--- src/rtl/wb_gpio.sv ---
// Wishbone-classic GPIO slave: GPOCNT byte-maskable output bits and one
// synchronized input bit, with a single-cycle registered acknowledge.
module wb_gpio #(
    parameter int GPOCNT = 1
) (
    input  logic              clk_i,
    input  logic              rst_i,
    input  logic              cyc_i,
    input  logic              stb_i,
    input  logic              we_i,
    output logic              ack_o,
    input  logic [3:0]        be_i,
    input  logic [31:0]       dat_i,
    output logic [31:0]       dat_o,
    input  logic              gpi_i,
    output logic [GPOCNT-1:0] gpo_o
);

    logic              gpi_s1_r;
    logic              gpi_s2_r;
    logic              req_s;
    logic [31:0]       be_mask_s;
    logic [GPOCNT-1:0] gpo_next_s;
    logic              unused_s;

    // Widen the four byte enables into a per-bit write mask.
    function automatic logic [31:0] expand_be(input logic [3:0] be);
        logic [31:0] mask;
        mask = 32'd0;
        for (int k = 0; k < 4; k++) begin
            mask[8*k +: 8] = {8{be[k]}};
        end
        return mask;
    endfunction

    // Request decode and byte-masked next value for the output bank.
    always_comb begin
        req_s      = cyc_i & stb_i & ~ack_o;
        be_mask_s  = expand_be(be_i);
        gpo_next_s = gpo_o;
        if (req_s && we_i) begin
            gpo_next_s = (gpo_o & ~be_mask_s[GPOCNT-1:0])
                       | (dat_i[GPOCNT-1:0] & be_mask_s[GPOCNT-1:0]);
        end else begin
            gpo_next_s = gpo_o;
        end
    end

    // Data bits above GPOCNT have no destination.
    assign unused_s = ^{dat_i, be_mask_s};

    // Synchronizer, acknowledge, read data and output registers.
    always_ff @(posedge clk_i) begin
        if (rst_i) begin
            gpi_s1_r <= 1'b0;
            gpi_s2_r <= 1'b0;
            ack_o    <= 1'b0;
            dat_o    <= 32'd0;
            gpo_o    <= '0;
        end else begin
            gpi_s1_r <= gpi_i;
            gpi_s2_r <= gpi_s1_r;
            ack_o    <= req_s;
            gpo_o    <= gpo_next_s;
            // Writes load dat_o too; the master ignores it on a write ack.
            if (req_s) begin
                dat_o <= {31'd0, gpi_s2_r};
            end else begin
                dat_o <= dat_o;
            end
        end
    end

endmodule

--- config.mk ---
export PLATFORM = sky130hd
export DESIGN_NAME = wb_gpio
export DESIGN_NICKNAME = d
export VERILOG_FILES = /design/src/rtl/wb_gpio.sv
export SDC_FILE = /design/constraint.sdc
export NUM_CORES = 1
export LEC_CHECK = 0
export BUFFER_PORTS_ARGS = -buffer_cell sky130_fd_sc_hd__clkbuf_2
export CORE_ASPECT_RATIO = 0.8
export CORE_UTILIZATION = 25
export CTS_CLUSTER_DIAMETER = 80
export CTS_CLUSTER_SIZE = 14
export DETAILED_ROUTE_END_ITERATION = 8
export HOLD_SLACK_MARGIN = 0.05
export PLACE_DENSITY = 0.88
export REMOVE_ABC_BUFFERS = 1
export SYNTH_ARGS = -nofsm -noshare
export SYNTH_HDL_FRONTEND = slang
export SYNTH_SLANG_ARGS = --single-unit
export TNS_END_PERCENT = 100
--- constraint.sdc ---
create_clock -name clk_i -period 1.3 [get_ports clk_i]
set_clock_uncertainty 0.05 [all_clocks]
set_input_delay 0.26 -clock clk_i [delete_from_list [all_inputs] [get_ports clk_i]]
set_output_delay 0.26 -clock clk_i [all_outputs]
set_load 0.02 [all_outputs]
==> flow_metrics.py, run 1 <==
metrics = {
    "die": {
        "core_mm2": 0.00147,
        "die_x_um": 47.9,
        "die_h_um": 38.7,
        "start_util_pct": 28.7,
        "std_cell_rows": 12,
        "die-area_mm2": 0.00186,
        "ios": 76,
    },
    "worst_setup_path": {
        "end_kind": "primary output",
        "path_class": "flip-flop to primary output",
        "worstSetupStartpointType": "flip-flop",
        "critPathMaxStageDelay_ps": 320,
        "worst_ep_required_time_ps": 990,
        "slowest_stage": "dfxtp_1",
        "reg2reg_setup_slack_ps": 330,
        "arrival_ps": 720,
        "critPathBufInv": 1,
        "cp_cell_sequence": "clkbuf_2",
        "critical-path-top-delay-family": "flip-flops",
        "worstPathMaxFanout": 2,
    },
    "timing": {
        "hold_viol": 0,
        "rsz0062_at_grt": "no",
        "drv_slew": 0,
        "fmax_mhz": 968,
        "min_period_over_period_pct": 79.4,
        "finalSetupViolations": 0,
        "min_period_ps": 1030,
        "hold-worst-slack_ps": 183,
        "finalSetupTns_ps": 0,
    },
    "placed_design": {
        "dp_cells": 78,
        "dpl.hpwl_um": 398,
        "io_buffers": 10,
        "gp_congestion": 0.555,
    },
    "global_route": {
        "grt_pass1_vias": 127,
        "antenna_found_initial": 0,
        "grt.total_usage_pct": 4.21,
        "grt_overflow": 0,
        "grt_max_degree": 7,
        "grt_pass1_wl_um": 448,
    },
    "pwr": {
        "swShare_pct": 34.5,
        "pwr-share-seq_pct": 36.2,
        "irDropWorstVdd_mv": 0.666,
        "clkPwrFrac_pct": 38.8,
        "p_leak_nw": 0.249,
        "powerDensity_mw_per_mm2": 1100,
        "power_switching_uw": 153,
        "power_frac_comb_pct": 25.0,
        "power.internal_uw": 291,
    },
    "min_path": {
        "hold_class": "primary input to flip-flop",
    },
    "logic_synthesis": {
        "yosysTopAreaCell": "buf_4",
        "syn_inst": 48,
        "synthFlopType": "dfxtp_1",
        "ys_seq_area_share_pct": 23.7,
        "synth_commonest_cells": "31 x buf_4, 5 x dfxtp_1, 3 x nor2b_1, 2 x nor2_1",
        "synth_area_leaders": "buf_4 55%, dfxtp_1 24%, nand3b_4 4.7%, nor2b_1 4.5%, o41ai_2 3.9%",
        "avgSynthCellArea_um2": 8.78,
        "synth_top_area_share_pct": 55.2,
        "yosysWarnings": 0,
        "yosysMostFrequentCell": "buf_4",
        "synthArstFlopShare_pct": 0,
        "synth_cell_types": 11,
        "netlist_area_um2": 422,
        "ys_ff_latch": 5,
        "synth-edff-count": 0,
    },
    "cts": {
        "cts.htree.levels": 1,
        "clk_path_buf_depth": 2,
        "clk_pin_slew_ps": 40,
        "cts_tree": "built",
        "clockRootBuffer": "clkbuf_4",
        "clk_latency_ps": 230,
        "cts_hold_buffers": 0,
        "cts_inserted_buffers": 3,
        "cts_resized": 0,
        "cts_num_sinks": 5,
        "cts_setup_buffers": 0,
    },
    "routing": {
        "wl_um": 440,
        "drtPass1Iterations": 2,
        "via_per_inst": 2.82,
        "drc": 0,
        "drt_iter0_drc": 3,
        "routed-via-count": 231,
        "wl_per_cell_um": 5.37,
        "drtAntennaViolNets": 0,
    },
    "layout": {
        "num_antenna_cells": 0,
        "drive_above_1_share_pct": 24.6,
        "syn2layout_area_growth_pct": -4.15,
        "n_fill_cell": 169,
        "nets": 104,
        "fin_cells": 82,
    },
    "job": {
        "cap_violations": 0,
    },
    "outcome": {
        "status": "completed",
    },
}
==> area by class of cell <==
type | instances | area [um2] | share of cell area (%)
clock buffers | 4 | 26.3 | 6.50
inverters | 1 | 3.75 | 0.929
well taps | 21 | 26.3 | 6.50
repair buffers | 10 | 50.0 | 12.4
flip-flops and latches | 5 | 100 | 24.8
multi-input cells | 41 | 198 | 48.9
==> per-stage QoR <==
step                      power [mW]  cell area (um2)  utilization, %  setup WS [ps]
after detailed placement       0.273              378            25.7            316
after global routing           0.477              404            27.5            233
final                          0.444              404            27.5            267
after global placement         0.272              378            25.7            356
after CTS                      0.454              404            27.5            247
after floorplan                0.255              302               -            293
==> path summary, 6_finish.rpt <==
check / endpoint / depth (start not counted) / startpoint
hold reg to reg: gpi_s2_r / 1 / gpi_s1_r
hold / removal: gpi_s1_r / 2 / gpi_i
setup / recovery: dat_o[0] / 1 / dat_o[0]
setup reg to reg: flip-flop / 3 / ack_o
==> metal layers <==
layer	global-route usage, %	part of all wire [%]
met5	0	0
met4	0	0
met3	7.01	17
met2	5.74	47
met1	3.29	36
==> cell families after synthesis <==
group                  synth area share (%)
AOI/OAI and AO/OA                      5.04
muxes                                  2.37
DFF                                    23.7
buffers and inverters                  56.1
other                                 0.889
and+or+nand+nor                        11.9
==> cell usage in the layout (no fill, tap or decap) <==
master,count
nor2b_1,3
nand2_1,1
mux2i_1,1
clkbuf_4,3
clkbuf_1,1
o21ai_0,1
o41ai_2,1
nand3b_4,1
inv_1,1
nor2_1,2
conb_1,31
dfxtp_1,5
clkbuf_2,10
==> power by group through the flow <==
stage          clock network, mW  logic, mW  registers (mW)
2_1_floorplan                  0     0.0888           0.166
3_3_place_gp                   0      0.109           0.163
3_5_place_dp                   0      0.110           0.164
4_1_cts                    0.183      0.110           0.161
5_1_grt                    0.194      0.122           0.161
6_report                   0.172      0.111           0.161
Power figures use the tool's default switching activity.
==> run 2: changes to the inputs <==
- ABC_AREA: not set -> 1
- CORE_UTILIZATION: 25 -> 23
- PLACE_DENSITY: 0.88 -> 0.86
- clock period: 1.3 -> 0.9 ns (I/O delays scaled with it)
==> flow_metrics.py, run 2 <==
metrics = {
    "routing": {
        "wl_per_cell_um": 5.12,
        "drtAntennaViolNets": 0,
        "routed-via-count": 245,
        "drc": 0,
        "via_per_inst": 2.69,
        "drtPass1Iterations": 3,
        "wl_um": 466,
        "drt_iter0_drc": 3,
    },
    "timing": {
        "hold_viol": 0,
        "hold-worst-slack_ps": 84.9,
        "finalSetupTns_ps": -58.3,
        "drv_slew": 0,
        "fmax_mhz": 1080,
        "min_period_ps": 922,
        "setup_ws_ps": -22.0,
        "min_period_over_period_pct": 102,
        "finalSetupViolations": 3,
        "rsz0062_at_grt": "yes",
    },
    "logic_synthesis": {
        "synthArstFlopShare_pct": 0,
        "ys_ff_latch": 5,
        "synth-edff-count": 0,
        "ys_seq_area_share_pct": 24.2,
        "avgSynthCellArea_um2": 7.40,
        "synth_area_leaders": "buf_4 56%, dfxtp_1 24%, inv_1 5.4%, nor2_1 5.4%, nand2_1 2.7%",
        "yosysMostFrequentCell": "buf_4",
        "synthFlopType": "dfxtp_1",
        "yosysTopAreaCell": "buf_4",
        "synth_commonest_cells": "31 x buf_4, 6 x inv_1, 6 x nor2_1, 5 x dfxtp_1, 3 x nand2_1",
        "syn_inst": 56,
        "synth_top_area_share_pct": 56.2,
        "yosysWarnings": 0,
        "netlist_area_um2": 414,
        "synth_cell_types": 10,
    },
    "worst_setup_path": {
        "reg2reg_depth": 4,
        "worstSetupStartpointType": "flip-flop",
        "slowest_stage": "dfxtp_2",
        "critPathBufInv": 1,
        "arrival_ps": 690,
        "cp_cell_sequence": "buf_8",
        "reg2reg_setup_slack_ps": 50,
        "worstPathMaxFanout": 2,
        "r2r_start": "ack_o",
        "end_kind": "primary output",
        "worst_ep_required_time_ps": 670,
        "r2r-end": "dat_o[0]",
        "critical-path-top-delay-family": "flip-flops",
        "path_class": "flip-flop to primary output",
        "critPathMaxStageDelay_ps": 340,
    },
    "placed_design": {
        "place_ws_ps": 62.9,
        "gp_congestion": 0.569,
        "dpl.hpwl_um": 375,
        "io_buffers": 10,
    },
    "cts": {
        "clk_path_buf_depth": 2,
        "cts_num_sinks": 5,
        "cts_tree": "built",
        "clockRootBuffer": "clkbuf_4",
        "clk_latency_ps": 240,
        "cts.htree.levels": 1,
        "clk_pin_slew_ps": 40,
        "cts_inserted_buffers": 3,
    },
    "global_route": {
        "antenna_found_initial": 0,
        "grt_max_degree": 5,
        "grt_pass1_vias": 151,
        "grt.total_usage_pct": 4.91,
        "grt_overflow": 0,
        "grt_pass1_wl_um": 607,
    },
    "layout": {
        "n_fill_cell": 197,
        "regArea_um2": 104,
        "drive_above_1_share_pct": 24.6,
        "final_cell_mix": "31 x conb_1, 7 x clkbuf_2, 6 x inv_1, 6 x nor2_1",
        "num_antenna_cells": 0,
        "finish.utilization_pct": 26.0,
        "final_common_cell": "conb_1",
        "syn2layout_area_growth_pct": 4.23,
        "nets": 112,
        "multi_input_comb_area_um2": 171,
    },
    "pwr": {
        "power_frac_comb_pct": 26.1,
        "power_switching_uw": 240,
        "powerDensity_mw_per_mm2": 1570,
        "swShare_pct": 35.5,
        "power.internal_uw": 436,
        "irDropWorstVdd_mv": 0.633,
        "pwr-share-seq_pct": 35.6,
        "clkPwrFrac_pct": 38.3,
        "power_uw": 676,
        "p_leak_nw": 0.264,
    },
    "die": {
        "std_cell_rows": 13,
        "die-area_mm2": 0.00198,
        "core_mm2": 0.00166,
        "ios": 76,
        "start_util_pct": 25.0,
        "die_x_um": 49.4,
        "die_h_um": 40.0,
    },
    "outcome": {
        "violations": "setup timing",
        "status": "complete, but fails checks",
    },
    "min_path": {
        "hold_class": "primary input to flip-flop",
        "hp-start": "gpi_i",
        "holdPathEnd": "gpi_s1_r",
        "worstHoldPathCells": 3,
    },
    "job": {
        "cap_violations": 0,
    },
}
==> run 2: changes by cell type after synthesis, sizes merged, moves of 2 or more <==
cell / change
nand2: +2
inv: +5
nor2: +5
nor2b: -3
==> run 2: worst max-delay path by stage <==
stage	start	to	slack [ps]	depth (start not counted)
2_1_floorplan	ack_o	dat_o[0]	30	4
3_3_place_gp	ack_o	dat_o[0]	70	4
3_5_place_dp	ack_o	dat_o[0]	60	4
4_1_cts	ack_o	ack_o	-50	1
5_1_grt	ack_o	ack_o	-60	1
6_report	ack_o	ack_o	-20	1
==> run 2: stage by stage <==
stage,std cells,instance area (um2)
2_1_floorplan,55,294
3_3_place_gp,87,372
3_5_place_dp,87,372
4_1_cts,91,428
5_1_grt,91,432
6_report,91,432
==> run 2: timing repair <==
item,4_1_cts,5_1_grt
endpoints found under the setup margin,3,5
gates resized for setup,9,3
endpoints found under the hold margin,0,0
setup buffers,0,0
hold buffers,0,0
==> run 2: routing by layer <==
layer	track usage (%)	vias up	wire, um
met2	6.51	23	190
met3	6.44	0	94
met5	0	-	0
li1	-	127	-
met4	2.14	0	0
met1	4.23	95	181
==> run 2: power by group through the flow <==
stage,combinational [mW],clock (mW),sequential [mW]
floorplan,0.131,0,0.248
global placement,0.163,0,0.240
detailed placement,0.164,0,0.241
CTS,0.173,0.271,0.239
global route,0.193,0.284,0.241
finish,0.177,0.259,0.240
==> run 2: area by class of cell <==
class	instances	share of cell area [%]
inverter	6	5.22
sequential	5	24.1
clock buffer	4	6.09
multi-input combinational	44	39.7
timing repair buffer	10	18.6
tap	22	6.38
==> run 2: kinds of logic after synthesis <==
| logic type | Yosys count | share of synthesized area [%] |
|---|---|---|
| simple gates | 11 | 10.9 |
| buf+inv | 37 | 61.6 |
| compound gates | 2 | 2.41 |
| flops | 5 | 24.2 |
| other cells | 1 | 0.905 |
==> run 3: changes to the inputs <==
--- a/constraint.sdc
+++ b/constraint.sdc
@@ -4,2 +4,2 @@
 set_output_delay 0.18 -clock clk_i [all_outputs]
-set_load 0.02 [all_outputs]
+set_load 0.1 [all_outputs]
==> flow_metrics.py, run 3 (synthesis gave the netlist of run 2 again) <==
metrics = {
    "worst_setup_path": {
        "worst_ep_required_time_ps": 670,
        "end_kind": "primary output",
        "worstSetupStartpointType": "flip-flop",
        "critPathBufInv": 1,
        "path_class": "flip-flop to primary output",
        "reg2reg_setup_slack_ps": 40,
        "worstPathMaxFanout": 2,
        "arrival_ps": 760,
        "reg2reg_depth": 4,
        "r2r-end": "dat_o[0]",
        "r2r_start": "ack_o",
        "cp_cell_sequence": "buf_12",
        "critPathMaxStageDelay_ps": 350,
        "slowest_stage": "dfxtp_2",
        "critical-path-top-delay-family": "flip-flops",
    },
    "global_route": {
        "grt_pass1_wl_um": 676,
        "grt.total_usage_pct": 5.59,
        "grt_pass1_vias": 163,
        "grt_max_degree": 5,
        "grt_overflow": 0,
        "antenna_found_initial": 0,
    },
    "cts": {
        "clk_latency_ps": 240,
        "cts_tree": "built",
        "clk_pin_slew_ps": 40,
        "cts_num_sinks": 5,
        "cts.htree.levels": 1,
        "cts_hold_buffers": 0,
        "clk_path_buf_depth": 2,
        "cts_resized": 3,
        "clockRootBuffer": "clkbuf_4",
        "cts_setup_buffers": 0,
        "cts_inserted_buffers": 3,
    },
    "min_path": {
        "hold_class": "primary input to flip-flop",
        "hp-start": "gpi_i",
        "holdPathEnd": "gpi_s1_r",
        "worstHoldPathCells": 3,
    },
    "pwr": {
        "power_frac_comb_pct": 57.4,
        "power.internal_uw": 443,
        "p_leak_nw": 0.268,
        "swShare_pct": 61.9,
        "power_switching_uw": 720,
        "powerDensity_mw_per_mm2": 2600,
        "irDropWorstVdd_mv": 0.728,
        "clkPwrFrac_pct": 21.8,
        "pwr-share-seq_pct": 20.8,
        "power_mw": 1.16,
    },
    "timing": {
        "min_period_ps": 995,
        "drv_slew": 0,
        "rsz0062_at_grt": "yes",
        "hold_viol": 0,
        "finalSetupTns_ps": -264,
        "finalSetupViolations": 3,
        "min_period_over_period_pct": 111,
        "fmax_mhz": 1010,
        "setup_ws_ps": -94.7,
    },
    "outcome": {
        "violations": "setup timing",
        "status": "complete, but fails checks",
    },
    "layout": {
        "syn2layout_area_growth_pct": 7.85,
        "drive_above_1_share_pct": 24.6,
        "final_common_cell": "conb_1",
        "finish.utilization_pct": 26.9,
        "final_area_um2": 447,
        "final_cell_mix": "31 x conb_1, 7 x clkbuf_2, 6 x inv_1, 6 x nor2_1",
        "num_antenna_cells": 0,
        "n_fill_cell": 187,
        "nets": 112,
    },
    "die": {
        "die_h_um": 40.0,
        "core_mm2": 0.00166,
        "std_cell_rows": 13,
        "ios": 76,
        "start_util_pct": 25.0,
        "die_x_um": 49.4,
        "die-area_mm2": 0.00198,
    },
    "routing": {
        "drtPass1Iterations": 2,
        "drt_iter0_drc": 4,
        "via_per_inst": 2.74,
        "wl_um": 455,
        "drtAntennaViolNets": 0,
        "routed-via-count": 249,
        "wl_per_cell_um": 5.00,
        "drc": 0,
    },
    "placed_design": {
        "io_buffers": 10,
        "gp_congestion": 0.589,
        "placed_cell_area_um2": 417,
        "dpl.hpwl_um": 397,
        "place_ws_ps": 26.8,
    },
    "job": {
        "cap_violations": 0,
    },
}
run 3: layout make-up:
type	instances	area (um2)	area share, %
flip-flops and latches	5	104	23.2
clock buffers	4	26.3	5.88
well taps	22	27.5	6.16
repair buffers	10	95.1	21.3
inverters	6	22.5	5.04
multi-input cells	44	171	38.4
run 3: through the flow:
| step | std cells | hold WS [ps] |
|---|---|---|
| finish | 91 | 87.8 |
| global route | 91 | 90.8 |
| CTS | 91 | 81.4 |
| detailed placement | 87 | 337 |
| global placement | 87 | 323 |
| floorplan | 55 | 201 |
run 3: power groups by stage:
stage	sequential (mW)	clock (mW)	combinational, mW
2_1_floorplan	0.285	0	0.577
4_1_cts	0.242	0.269	0.667
5_1_grt	0.242	0.296	0.686
6_report	0.241	0.254	0.668
3_3_place_gp	0.244	0	0.665
3_5_place_dp	0.244	0	0.666
run 3: worst max path at each step:
stage | startpoint | end | slack (ps) | cells after the start
after floorplan | ack_o | dat_o[0] | -550 | 3
after global placement | ack_o | dat_o[0] | 30 | 4
after detailed placement | ack_o | dat_o[0] | 30 | 4
after CTS | ack_o | ack_o | -110 | 1
after global routing | ack_o | ack_o | -130 | 1
final | ack_o | ack_o | -90 | 1
run 3: layer usage:
layer	wire, um	GRT usage [%]	vias up
met5	0	0	-
met4	0	4.29	0
met3	75	6.44	0
met2	180	6.85	21
met1	200	5.13	100
li1	-	-	128
